[src/rtl/debounce_multi.sv]
// debounce_multi: per-channel synchroniser, debouncer and press/release pulser
// for raw board buttons, with optional auto-repeat of press pulses while held.
//   i_clk      system clock
//   i_rst      asynchronous active-high reset
//   i_btn      raw asynchronous button levels (1 = pressed)
//   o_btn      debounced level
//   o_press    1-cycle pulse on debounced press or auto-repeat
//   o_release  1-cycle pulse on debounced release
module debounce_multi #(
  parameter int unsigned WIDTH        = 5,
  parameter int unsigned TICK_DIV     = 1000,
  parameter int unsigned STABLE       = 20,
  parameter int unsigned REPEAT_EN    = 1,
  parameter int unsigned REPEAT_DELAY = 500,
  parameter int unsigned REPEAT_RATE  = 100
) (
  input  logic             i_clk,
  input  logic             i_rst,
  input  logic [WIDTH-1:0] i_btn,
  output logic [WIDTH-1:0] o_btn,
  output logic [WIDTH-1:0] o_press,
  output logic [WIDTH-1:0] o_release
);

  localparam int unsigned CNT_W = $clog2(STABLE + 1);
  localparam int unsigned PRE_W = (TICK_DIV > 1) ? $clog2(TICK_DIV) : 1;

  logic [WIDTH-1:0] meta_q, sync_q;
  logic [PRE_W-1:0] pre_q, pre_d;
  logic             tick_c;
  logic [CNT_W-1:0] cnt_q [WIDTH];
  logic [CNT_W-1:0] cnt_d [WIDTH];
  logic [WIDTH-1:0] btn_q, btn_d;
  logic [WIDTH-1:0] press_q, press_d;
  logic [WIDTH-1:0] release_q, release_d;
  logic [WIDTH-1:0] chg_c;
  logic [WIDTH-1:0] rep_fire_c;

  // Two-flop synchroniser per channel
  always_ff @(posedge i_clk or posedge i_rst) begin
    if (i_rst) begin
      meta_q <= '0;
      sync_q <= '0;
    end else begin
      meta_q <= i_btn;
      sync_q <= meta_q;
    end
  end

  // Shared prescaler; with TICK_DIV=1 the compare is against 0 so tick is constant
  assign tick_c = (pre_q == PRE_W'(TICK_DIV - 1));

  always_comb begin
    pre_d = tick_c ? '0 : pre_q + PRE_W'(1);
  end

  // chg_c: the debounced level flips on this edge
  always_comb begin
    chg_c = '0;
    for (int unsigned i = 0; i < WIDTH; i++) begin
      chg_c[i] = (sync_q[i] != btn_q[i]) && tick_c && (cnt_q[i] == CNT_W'(STABLE - 1));
    end
  end

  // Stability counters, debounced level and edge pulses
  always_comb begin
    btn_d     = btn_q ^ chg_c;
    press_d   = (chg_c & ~btn_q) | rep_fire_c;
    release_d = chg_c & btn_q;
    for (int unsigned i = 0; i < WIDTH; i++) begin
      cnt_d[i] = cnt_q[i];
      if ((sync_q[i] == btn_q[i]) || chg_c[i]) begin
        cnt_d[i] = '0;
      end else if (tick_c) begin
        cnt_d[i] = cnt_q[i] + CNT_W'(1);
      end
    end
  end

  always_ff @(posedge i_clk or posedge i_rst) begin
    if (i_rst) begin
      pre_q     <= '0;
      btn_q     <= '0;
      press_q   <= '0;
      release_q <= '0;
      for (int unsigned i = 0; i < WIDTH; i++) begin
        cnt_q[i] <= '0;
      end
    end else begin
      pre_q     <= pre_d;
      btn_q     <= btn_d;
      press_q   <= press_d;
      release_q <= release_d;
      for (int unsigned i = 0; i < WIDTH; i++) begin
        cnt_q[i] <= cnt_d[i];
      end
    end
  end

  // Auto-repeat: hold counter per channel, fires when it is 1 on a tick
  if (REPEAT_EN != 0) begin : g_rep
    localparam int unsigned HOLD_MAX = (REPEAT_DELAY > REPEAT_RATE) ? REPEAT_DELAY : REPEAT_RATE;
    localparam int unsigned HOLD_W   = $clog2(HOLD_MAX + 1);

    logic [HOLD_W-1:0] hold_q [WIDTH];
    logic [HOLD_W-1:0] hold_d [WIDTH];

    always_comb begin
      rep_fire_c = '0;
      for (int unsigned i = 0; i < WIDTH; i++) begin
        hold_d[i] = hold_q[i];
        if (!btn_q[i]) begin
          hold_d[i] = chg_c[i] ? HOLD_W'(REPEAT_DELAY) : '0;
        end else if (chg_c[i]) begin
          // Releasing this edge: the release pulse wins, no repeat
          hold_d[i] = '0;
        end else if (tick_c) begin
          if (hold_q[i] == HOLD_W'(1)) begin
            rep_fire_c[i] = 1'b1;
            hold_d[i]     = HOLD_W'(REPEAT_RATE);
          end else if (hold_q[i] != '0) begin
            hold_d[i] = hold_q[i] - HOLD_W'(1);
          end
        end
      end
    end

    always_ff @(posedge i_clk or posedge i_rst) begin
      if (i_rst) begin
        for (int unsigned i = 0; i < WIDTH; i++) begin
          hold_q[i] <= '0;
        end
      end else begin
        for (int unsigned i = 0; i < WIDTH; i++) begin
          hold_q[i] <= hold_d[i];
        end
      end
    end
  end else begin : g_norep
    assign rep_fire_c = '0;
  end

  assign o_btn     = btn_q;
  assign o_press   = press_q;
  assign o_release = release_q;

endmodule
[config.mk]
export PLATFORM = sky130hd
export DESIGN_NAME = debounce_multi
export DESIGN_NICKNAME = d
export VERILOG_FILES = /design/src/rtl/debounce_multi.sv
export SDC_FILE = /design/constraint.sdc
export NUM_CORES = 1
export LEC_CHECK = 0
export ABC_AREA = 1
export BUFFER_PORTS_ARGS = -buffer_cell sky130_fd_sc_hd__buf_2
export CORE_MARGIN = 3
export CORE_UTILIZATION = 40
export DETAILED_ROUTE_END_ITERATION = 8
export GPL_ROUTABILITY_DRIVEN = 0
export GPL_TIMING_DRIVEN = 0
export PLACE_DENSITY = 0.54
export SLEW_MARGIN = 20
export SYNTH_ARGS = -nofsm -noshare
export SYNTH_HDL_FRONTEND = slang
export SYNTH_SLANG_ARGS = --single-unit
[constraint.sdc]
create_clock -name i_clk -period 3.18 [get_ports i_clk]
set_input_delay 0.159 -clock i_clk [delete_from_list [all_inputs] [get_ports i_clk]]
set_output_delay 0.159 -clock i_clk [all_outputs]
set_load 0.01 [all_outputs]
# ---- Word-level counts from Yosys, hierarchy flattened
# Index checks and enable logic that the tools add are counted.
dict set report word_totals {
  reg_bits 105
  word_cells 154
}
dict set report op_classes {
  n_addsub 11
  n_eq_ne 31
  mux 61
  bitwise 5
  reduce_logical 30
}
# op n
set op_table {}
lappend op_table {{$mux W9} 30}
lappend op_table {{$mux W5} 10}
lappend op_table {{$eq A9 B1 Y1 const B} 5}
lappend op_table {{$reduce_bool A9 Y1} 5}
lappend op_table {{$sub A9 B1 Y9 const B} 5}
lappend op_table {{$add A5 B1 Y5 const B} 5}
lappend op_table {{$eq A5 B5 Y1 const B} 5}
lappend op_table {{$mux W1} 20}
lappend op_table {{$ne A4 B1 Y1 const B} 5}
lappend op_table {{$ne A3 B2 Y1 const B} 5}
lappend op_table {{$add A10 B1 Y10 const B} 1}
lappend op_table {{$and A5 B5 Y5} 2}
lappend op_table {{$eq A10 B10 Y1 const B} 1}
lappend op_table {{$logic_and A1 B1 Y1} 10}
lappend op_table {{$mux W10} 1}
lappend op_table {{$reduce_and A2 Y1} 5}
lappend op_table {{$reduce_bool A2 Y1} 5}
lappend op_table {{$eq A1 B1 Y1} 5}
lappend op_table {{$logic_or A1 B1 Y1} 5}
lappend op_table {{$ne A1 B1 Y1} 5}
lappend op_table {{$not A5 Y5} 1}
lappend op_table {{$or A5 B5 Y5} 1}
lappend op_table {{$xor A5 B5 Y5} 1}

# ---- Depth between registers and ports, before layout
# Gate-level depths: netlist of the first run.
dict set report depth {
  word_depth 6
  mapped_depth 15
  ltp_nobuf 14
}

# ---- Least setup slack after synthesis of the first run
# OpenSTA, ideal clock, no wires.
dict set report synth_timing {
  kind {register to register}
  from {reg pre_q[0]}
  to {reg g_rep.hold_q[39] (netlist name)}
  setup_ns 0.113
  arrival_time_ns 1.922
  required_time_ns 3.067
  path_slack_ns 1.145
  stages_incl_launch_ff 15
  path_cell_list {dfrtp_1 ha_1 nand2_2 nor3_2 nand3_2 buf_6 nor2_4 inv_1 ha_1 inv_1 nor2_1 a21boi_4 nand2_1 nand2_1 inv_1}
}
dict set report synth_between {
  elab_chain_cells 5
}
# element line_no
set synth_rtl {}
lappend synth_rtl {{start, declared} 29} ;# logic [PRE_W-1:0] pre_q, pre_d;
lappend synth_rtl {{start signal, assigned} 90} ;# pre_q <= pre_d;
lappend synth_rtl {{$eq A10 B10 Y1 *} 51} ;# assign tick_c = (pre_q == PRE_W'(TICK_DIV - 1));
lappend synth_rtl {{$logic_and A1 B1 Y1 (2 in series)} 61} ;# chg_c[i] = (sync_q[i] != btn_q[i]) && tick_c && (cnt_q[i] == CNT_W'(STABLE - 1));
lappend synth_rtl {{$ne A4 B1 Y1 (no source line), or another cell as far along} --}
lappend synth_rtl {{$reduce_and A2 Y1 (no source line) / $mux W9 (equally long branches)} --}
lappend synth_rtl {{end signal, assigned by index} 135} ;# hold_q[i] <= hold_d[i];
lappend synth_rtl {{end, declared} 105} ;# logic [HOLD_W-1:0] hold_q [WIDTH];
# Mark *: on every way between the ends. The rest lies on a longest branch, timed or not.
# A chain may end at the register's enable or synchronous reset.

# ---- Final worst setup path of the first run
# Same ends and word-level chain as after synthesis.

==> results of run 1 <==
==> layout make-up <==
| class | instances | area, um^2 |
|---|---|---|
| buffer | 9 | 100.1 |
| clock buffer | 11 | 242.7 |
| clock inverter | 5 | 31.28 |
| fill | 1671 | 8662 |
| inverter | 113 | 431.7 |
| multi-input combinational | 642 | 3385 |
| sequential | 105 | 2628 |
| tap | 216 | 270.3 |
| timing repair buffer | 28 | 192.7 |
==> registers in the layout, summed over array words and instances (netlist names) <==
| signal | count |
|---|---|
| g_rep.hold_q | 45 |
| cnt_q | 25 |
| pre_q | 10 |
| meta_q | 5 |
| o_btn | 5 |
| o_press | 5 |
| o_release | 5 |
| sync_q | 5 |
==> report_power, final <==
group	internal, mW	total, mW	switching (mW)
clock network	0.551	1.06	0.505
registers	1.34	1.35	0.00683
logic	0.0219	0.0719	0.0500
total	1.92	2.48	0.562
==> routing by layer <==
| layer | up-vias | GRT usage (%) | wire length [um] |
|---|---|---|---|
| met5 | - | 0 | 0 |
| met4 | 0 | 5.200 | 163 |
| met3 | 8 | 3.113 | 304 |
| met2 | 45 | 26.17 | 6112 |
| met1 | 2420 | 22.41 | 6809 |
| li1 | 2817 | - | - |
==> through the flow <==
| step | std cells | area (um^2) | power (mW) | setup slack (ns) | hold WS, ns |
|---|---|---|---|---|---|
| global placement | 1106 | 6914 | 1.441 | -1.153 | 0.2674 |
| detailed placement | 1107 | 6947 | 1.447 | 0.7653 | 0.1588 |
| finish | 1129 | 7281 | 2.478 | 0.7525 | 0.3162 |
| CTS | 1129 | 7281 | 2.532 | 0.7340 | 0.3127 |
| floorplan | 869 | 6539 | 1.422 | 0.2605 | 0.1904 |
| global route | 1129 | 7281 | 2.585 | 0.4784 | 0.3372 |
==> critical path, cell delays in order, from the launching register on <==
cell and delay [ns]:
dfrtp_1 0.41, ha_1 0.22, nand2_2 0.12, nor3_2 0.21, nand3_2 0.18, buf_6 0.22, nor2_4 0.11, inv_1 0.05
ha_1 0.17, inv_1 0.06, nor2_1 0.07, a21boi_4 0.30, nand2_1 0.09, nand2_1 0.08, inv_1 0.03
==> cell families after synthesis <==
logic type                 synth area share, %
and+or+nand+nor                          36.74
buffers and inverters                    8.056
DFF                                      40.18
AOI/OAI and AO/OA                        6.276
xor gates and xnor gates                 3.770
adders and majority gates                4.975
==> worst max-delay path by stage <==
| stage | end | cells past startpoint | slack (ns) | from |
|---|---|---|---|---|
| 6_report | g_rep.hold_q[39] | 14 | 0.75 | pre_q[0] |
| 2_1_floorplan | cnt_q[0] | 1 | 0.26 | i_rst |
| 5_1_grt | g_rep.hold_q[36] | 14 | 0.48 | pre_q[0] |
| 4_1_cts | g_rep.hold_q[39] | 14 | 0.73 | pre_q[0] |
| 3_5_place_dp | g_rep.hold_q[39] | 14 | 0.77 | pre_q[0] |
| 3_3_place_gp | g_rep.hold_q[41] | 2 | -1.15 | i_rst |
==> synthesized netlist by cell type <==
| master | instances |
|---|---|
| o21ai_1 | 5 |
| a21boi_4 | 1 |
| xor2_4 | 1 |
| dfrtp_1 | 105 |
| nor3_2 | 2 |
| o21ai_2 | 10 |
| nand3_4 | 3 |
| nand2_2 | 19 |
| a21oi_1 | 14 |
| nor2_2 | 11 |
| ha_1 | 26 |
| o21ai_0 | 29 |
| o211ai_1 | 1 |
| o22ai_1 | 1 |
| xor2_1 | 22 |
| buf_2 | 1 |
| nand2_4 | 8 |
| nor2_1 | 76 |
| a211oi_1 | 2 |
| nand3b_1 | 1 |
| inv_2 | 5 |
| nand3_1 | 88 |
| inv_4 | 1 |
| nor3_1 | 10 |
| or2_2 | 3 |
| inv_1 | 106 |
| nand2_1 | 279 |
| xnor2_1 | 3 |
| nand4_1 | 9 |
| buf_12 | 1 |
| and2_1 | 1 |
| nor2_4 | 8 |
| nand3_2 | 5 |
| clkinv_1 | 1 |
| buf_4 | 1 |
| o22ai_2 | 1 |
| o31ai_1 | 3 |
| buf_6 | 6 |
==> qor.txt, run 1 <==
Outcome -> completed
Initial antenna violation count -> 0
Distinct cells, synth -> 38
Via count -> 5290
Max-Cap Viols -> 0
Post-synth net total -> 902
First-pass GRT wire length -> 23870 um
RSZ-0062 raised after global routing -> false
Peak supply drop -> 0.2785 mV
CTS sink count -> 105
Fin crit period -> 2.428 ns
FF-to-FF Start -> pre_q[0]
DRC violations left -> 0
Bufs on Longest Clock Path -> 2
Reg2reg path depth -> 14
Site Rows -> 46
Critical Path AT -> 2.68 ns
DR vias/cell -> 4.686
# setup viols final -> 0
CTS resizes -> 0
Antenna cell count -> 0
Chip height -> 133.9 um
Initial Util -> 41.01%
# nets final -> 941
Slew @ Worst Pin -> 0.5185 ns
Worst hold path type -> primary input to async pin
Reg2Reg Setup Slack -> 0.75 ns
Htree depth -> 3
Top cells by area, synth -> dfrtp_1 (40%), nand2_1 (16%), nand3_1 (6.7%)
Final period util -> 76.34%
CP required -> 3.43 ns
# Post-CTS Setup Buffers -> 0
Cell area after synthesis -> 6539 um^2
Ys Warns -> 0
Worst-path maximum fanout -> 10
Max Clock Freq -> 0.4119 GHz
Routed WL per cell -> 11.86 um
Commonest non-fill, non-tap cell in the layout -> nand2_1
Critical Path Source Type -> flop
Grt ovf -> 0
Commonest cells after routing, fill and taps aside -> nand2_1 (279), inv_1 (105), dfrtp_1 (105)
Vias in the first global route -> 5063
DRT Wirelength -> 13390 um
Final core occ -> 45.67%
Setup_tns -> 0 ns
Skew-Pair Late Insertion Delay -> 0.35 ns
Final slew viol count -> 0
Die footprint -> 17920 um^2
Initial drt markers -> 272
Synth top area share -> 40.18%
CTS Buf Count -> 9
Worst Skew -> 0.008217 ns
Largest net degree at the start of global routing -> 77
IO Count -> 22
Worst slew margin -> 65.31%
Clk root buf -> clkbuf_16
Sequential fraction of the synthesis area -> 40.18%
Die X -> 133.9 um
Post-synthesis sequential element count -> 105
DR pass1 iterations -> 5
Crit path kind -> flop to flop
Core Area -> 15940 um^2
Critical path capture point type -> flop
RR Endpoint -> g_rep.hold_q[39]
Mean post-synth cell area -> 7.524 um^2
All-layer global routing usage -> 16.31%
Layout area overhead -> 11.35%
Number of hold buffers added after cts -> 6
Detail Placement HPWL -> 9618 um
Port Buffer Count -> 21
Pwr dens -> 340.3 nW/um^2
Clock transition at path regs -> 0.07 ns
Layout cells sized above 1 -> 13.69%
Mapped Cells -> 869
Cell taking the most area after synthesis -> dfrtp_1
CTS tree -> yes
Antenna viol nets, final -> 0
Leak Pwr -> 3.797 nW
Fin. Hold Viols -> 0
No activity file was read; power rests on OpenSTA's default activity.
==> inputs of run 2 (changes only) <==
- ABC_AREA: 1 -> 0
- PLACE_DENSITY: 0.54 -> 0.57
- clock period: 3.18 -> 2 ns (I/O delays scaled with it)
==> run 2 against run 1 <==
The flow now finishes with violations (setup timing); critical path depth decreased by 4; cell area increased by 15%; global-route usage increased by 3.7 points; clock skew decreased by 0.00086 ns; maximum frequency increased by 13%; total power increased by 72%; non-clock buffer count increased by 101; synthesized cell count decreased by 28%; largest cell class unchanged.
==> qor.txt, run 2 <==
Fin cells -> 939
Layout area overhead -> 44.70%
Worst-path maximum fanout -> 6
Largest net degree at the start of global routing -> 31
Failing checks -> setup timing
Initial drt markers -> 366
RSZ-0062 raised after global routing -> true
# nets final -> 788
DR vias/cell -> 5.704
Detail Placement HPWL -> 9572 um
Critical path capture point type -> flop
Met2 GRT Util -> 33.84%
Tot Pwr -> 4.253 mW
Commonest cells after routing, fill and taps aside -> dfrtp_1 (100), buf_4 (66), nand2_1 (52)
Port Buffer Count -> 21
Antenna cell count -> 0
Htree depth -> 3
Die footprint -> 16010 um^2
Final WS setup -> -0.1556 ns
Post-synthesis sequential element count -> 105
Worst path max stage delay -> 0.41 ns
Cell taking the most area after synthesis -> dfrtp_1
Setup_tns -> -3.811 ns
Worst slew margin -> 46.96%
Final instance area -> 8408 um^2
Site Rows -> 43
Distinct cells, synth -> 65
Clk root buf -> clkbuf_16
Critical Path Source Type -> flop
Synth Flop Type -> dfrtp_1
Top cells by area, synth -> dfrtp_1 (45%), ha_1 (5.6%), a21oi_1 (4.3%)
Slew @ Worst Pin -> 0.7956 ns
Max Clock Freq -> 0.4639 GHz
Top post-synthesis cells by count -> dfrtp_1 (105), nand2_1 (59), a21oi_1 (50), nor2_1 (47), inv_1 (38)
Busiest grt layer -> met2
CTS Buf Count -> 9
DRC violations left -> 0
Outcome -> complete, but fails checks
Worst Skew -> 0.007361 ns
Final core occ -> 59.88%
Die X -> 126.5 um
Antenna viol nets, final -> 0
CP required -> 2.25 ns
DRT Wirelength -> 16330 um
Top reg by flops -> g_rep.hold_q
Sequential fraction of the synthesis area -> 45.22%
Bufs on Longest Clock Path -> 2
Final period util -> 107.8%
Crit path kind -> flop to flop
Pre-CTS setup slack -> -0.7077 ns
Clock transition at path regs -> 0.07 ns
Routed WL per cell -> 17.39 um
Met3 Usage GRT -> 4.379%
Pwr dens -> 505.8 nW/um^2
Core Area -> 14040 um^2
Mean post-synth cell area -> 9.312 um^2
CTS sink count -> 105
Chip height -> 126.5 um
Fin crit period -> 2.156 ns
Mapped Cells -> 624
Vias in the first global route -> 5389
Skew-Pair Late Insertion Delay -> 0.36 ns
Crit path cell chain -> nand4_4 -> buf_12 -> nor3_4 -> nand3_4 -> ha_4 -> and4bb_2 -> a21o_4 -> buf_6 -> a31oi_4 -> a21oi_2
Worst path slowest cell -> dfrtp_1
Commonest non-fill, non-tap cell in the layout -> dfrtp_1
Largest register FFs -> 45
Via count -> 5356
Initial antenna violation count -> 0
CTS tree -> yes
Placed Area -> 6400 um^2
Peak supply drop -> 0.5468 mV
Cell area after synthesis -> 5811 um^2
Largest registers -> g_rep.hold_q x45, cnt_q x25, pre_q x10
Grt ovf -> 0
Ys Warns -> 0
Max-Cap Viols -> 0
Leak Pwr -> 3.792 nW
Layout cells sized above 1 -> 38.47%
IO Count -> 22
Post-synth ARST share -> 100.0%
Placed Cells -> 828
First-pass GRT wire length -> 26320 um
Fin. Hold Viols -> 0
Synth top area share -> 45.22%
Minimum hold slack -> 0.3374 ns
All-layer global routing usage -> 20.05%
M1 GR Usage -> 25.45%
# setup viols final -> 46
DR pass1 iterations -> 5
Final slew viol count -> 0
Most common cell in the netlist -> dfrtp_1
Worst hold path type -> primary input to async pin
EDFF count, synth -> 0
Initial Util -> 41.38%
Critical Path AT -> 2.40 ns
Post-synth net total -> 657
-- run 2: changes by cell type in the layout (fill, tap and decap cells not counted), moves of 13 or more --
cell | previous run | this run
nand2_2 | 19 | 5
nor2_1 | 76 | 39
nand3_1 | 88 | 23
xor2_1 | 22 | 9
o21ai_0 | 29 | 15
inv_1 | 105 | 33
nand2_1 | 279 | 52
buf_6 | 6 | 23
a21oi_1 | 14 | 31
a31oi_1 | 0 | 15
buf_4 | 1 | 66
a21oi_2 | 0 | 18
ha_1 | 26 | 11
-- run 2: repair_timing --
action	4_1_cts	5_1_grt
endpoints found under the setup margin	82	68
gates resized for setup	133	77
hold buffers	6	0
endpoints found under the hold margin	26	0
cloned	4	1
buffers inserted	57	37
pin swaps	54	33
-- run 2: worst max-delay path: cells and delay by family (launching register included) --
kind / cells / cell delay (ns)
DFF: 1 / 0.41
and+or+nand+nor: 4 / 0.72
AOI/OAI and AO/OA: 3 / 0.43
adders and majority gates: 1 / 0.17
buffers and inverters: 2 / 0.29
-- run 2: logic make-up (layout without fill, tap and decap cells) --
logic type / after synthesis / after routing / synth area share (%)
muxes: 2 / 2 / 0.3445
xor gates and xnor gates: 24 / 24 / 3.618
DFF: 105 / 105 / 45.22
and+or+nand+nor: 251 / 251 / 23.17
adders and majority gates: 26 / 26 / 5.599
AOI/OAI and AO/OA: 160 / 160 / 17.96
buffers and inverters: 56 / 191 / 4.091
-- run 2: routing by layer --
metal | up-vias | part of all wire (%)
met5 | - | 0
met4 | 0 | 2.1
met3 | 28 | 3.7
met2 | 125 | 51
met1 | 2672 | 43
li1 | 2531 | -
-- run 2: where the power goes --
group	total, mW	switching [mW]	internal [mW]
Sequential	2.14	0.00839	2.13
Clock	2.01	0.789	1.22
Combinational	0.104	0.0619	0.0417
-- run 2: cell type report --
cell class,instances,area (um^2)
fill,1138,5634
multi-input combinational,463,3794
clock inverter,3,90.09
buffer,16,230.2
inverter,38,146.4
sequential,105,2634
timing repair buffer,122,1052
tap,180,225.2
clock buffer,12,236.5
-- run 2: path summary, 6_finish.rpt --
| path | from | end | slack [ns] | cells after the start |
|---|---|---|---|---|
| max | pre_q[8] | g_rep.hold_q[20] | -0.16 | 10 |
| min | i_rst | g_rep.hold_q[11] | 0.34 | 3 |
| max reg2reg | pre_q[8] | g_rep.hold_q[20] | -0.16 | 10 |
| min reg2reg | meta_q[0] | sync_q[0] | 0.35 | 0 |
| max in group asynchronous | i_rst | pre_q[5] | 0.93 | 5 |
| min in group i_clk | meta_q[0] | sync_q[0] | 0.35 | 0 |
==> inputs of run 3 (changes only) <==
- CORE_ASPECT_RATIO: not set -> 2
==> run 3 against run 2 <==
Clock skew is 0.0059 ns higher; the flow still finishes with violations (setup timing); sequential cell count stayed put; clock power is 10% lower; routed wire length is 1.6% higher; critical path depth is 1 higher; total power is 5.1% lower; largest cell class unchanged; register-to-register slack worse by 0.06 ns; clock-buffer cell count is 2 lower; utilization is 0.75 points lower.
==> qor.txt, run 3 (synthesis results as in run 2) <==
Initial Util -> 41.38%
Critical Path AT -> 2.45 ns
Fillers -> 1226
Power share of the clock group -> 44.5%
CP delay by family, top -> simple AND/OR/NAND/NOR gates
Final period util -> 110.5%
Core Area -> 14040 um^2
CP bufs+invs -> 2
DRT Wirelength -> 16590 um
Worst-path maximum fanout -> 8
Sw power -> 0.8695 mW
Grt ovf -> 0
Final slew viol count -> 0
Leak Pwr -> 3.756 nW
Peak supply drop -> 0.3800 mV
Initial drt markers -> 234
Top reg by flops -> g_rep.hold_q
Max-Cap Viols -> 0
Worst hold path type -> primary input to async pin
Worst Skew -> 0.01326 ns
Vias in the first global route -> 5468
Total area of sequential cells -> 2630 um^2
Outcome -> complete, but fails checks
Clock transition at path regs -> 0.08 ns
Antenna viol nets, final -> 0
Skew-Pair Late Insertion Delay -> 0.35 ns
DR vias/cell -> 5.713
Layout area overhead -> 42.89%
Via count -> 5422
Port Buffer Count -> 21
Metal3 WL -> 504 um
Switching share of total power -> 21.54%
Critical path capture point type -> flop
RSZ-0062 raised after global routing -> true
Antenna cell count -> 0
Critical Path Source Type -> flop
Pwr dens -> 486.1 nW/um^2
Initial antenna violation count -> 0
Chip height -> 176.5 um
Commonest non-fill, non-tap cell in the layout -> dfrtp_1
CTS sink count -> 105
CTS Buf Count -> 9
Met2 Routed Length -> 9558 um
Fin. Hold Viols -> 0
Minimum hold slack -> 0.3175 ns
Metal-1 WL -> 6000 um
Final core occ -> 59.12%
Final WS setup -> -0.2108 ns
Die footprint -> 16100 um^2
CTS tree -> yes
Worst slew margin -> 46.27%
Logic pwr share -> 2.5%
Site Rows -> 61
DRC violations left -> 0
Bufs on Longest Clock Path -> 2
Layout cells sized above 1 -> 37.11%
Crit path kind -> flop to flop
Final instance area -> 8303 um^2
DR pass1 iterations -> 5
Tot Pwr -> 4.036 mW
Sequential Power Share -> 53.0%
Crit path cell chain -> nand4_4 -> buf_12 -> buf_6 -> nor3_4 -> nand3_2 -> ha_4 -> and3b_1 -> and3_4 -> a21oi_4 -> o21ai_2 -> o22a_1
Htree depth -> 3
Slew @ Worst Pin -> 0.8059 ns
Routed WL per cell -> 17.49 um
Pre-CTS setup slack -> -0.8025 ns
# setup viols final -> 46
Fin cells -> 949
Placed Cells -> 837
Commonest cells after routing, fill and taps aside -> dfrtp_1 (103), buf_4 (75), nand2_1 (51)
First-pass GRT wire length -> 26040 um
Max Clock Freq -> 0.4523 GHz
Worst path slowest cell -> dfrtp_1
Largest registers -> g_rep.hold_q x45, cnt_q x25, pre_q x10
Largest register FFs -> 45
Fin crit period -> 2.211 ns
Area of the multi-input gates -> 3772 um^2
Max layer used -> met4
Die X -> 91.23 um
Failing checks -> setup timing
CP required -> 2.24 ns
Largest net degree at the start of global routing -> 32
Detail Placement HPWL -> 10540 um
# nets final -> 789
Worst path max stage delay -> 0.40 ns
Internal power -> 3.167 mW
Clk root buf -> clkbuf_16
IO Count -> 22
All-layer global routing usage -> 19.98%
Setup_tns -> -4.243 ns
Placed Area -> 6411 um^2
==> run 3: area by class of cell <==
| cell class | count | share of cell area, % |
|---|---|---|
| clock inverters | 5 | 0.6781 |
| multi-input cells | 464 | 45.43 |
| well taps | 189 | 2.848 |
| flip-flops and latches | 105 | 31.68 |
| clock buffers | 10 | 2.878 |
| plain buffers | 16 | 2.456 |
| inverters | 38 | 1.763 |
| repair buffers | 122 | 12.27 |
==> run 3: power groups by stage <==
stage | Clock, mW | Sequential [mW] | Combinational, mW
after floorplan | 0 | 2.18 | 0.0494
after global placement | 0 | 2.18 | 0.0720
after detailed placement | 0 | 2.18 | 0.0880
after CTS | 1.85 | 2.14 | 0.103
after global routing | 1.92 | 2.14 | 0.113
final | 1.80 | 2.14 | 0.100
==> run 3: final timing paths <==
check	start	end	slack (ns)	cells after the start
hold / removal	i_rst	o_release[1]	0.32	3
setup / recovery	pre_q[6]	g_rep.hold_q[5]	-0.21	11
setup reg to reg	pre_q[6]	g_rep.hold_q[5]	-0.21	11
hold reg to reg	meta_q[4]	sync_q[4]	0.36	0
min in group i_clk	meta_q[4]	sync_q[4]	0.36	0
max in group asynchronous	i_rst	g_rep.hold_q[38]	0.90	5
==> run 3: repair_timing <==
item | 4_1_cts | 5_1_grt
gates cloned | 3 | 1
hold buffers | 6 | 0
gates resized for setup | 97 | 89
pin swaps | 37 | 25
hold endpoints to repair | 25 | 0
setup endpoints to repair | 82 | 66
setup buffers | 63 | 26
==> run 3: per-layer routing <==
| metal | vias to the layer above | GRT usage, % |
|---|---|---|
| met5 | - | 0 |
| met4 | 0 | 8.060 |
| met3 | 47 | 3.028 |
| met2 | 130 | 39.34 |
| met1 | 2713 | 20.53 |
| li1 | 2532 | - |
==> run 3: worst reg2reg max path, cell delays in order, from the launching register on <==
cell and delay, ns:
dfrtp_1 0.40, nand4_4 0.14, buf_12 0.16, buf_6 0.11, nor3_4 0.11, nand3_2 0.13
ha_4 0.19, and3b_1 0.15, and3_4 0.19, a21oi_4 0.26, o21ai_2 0.11, o22a_1 0.17
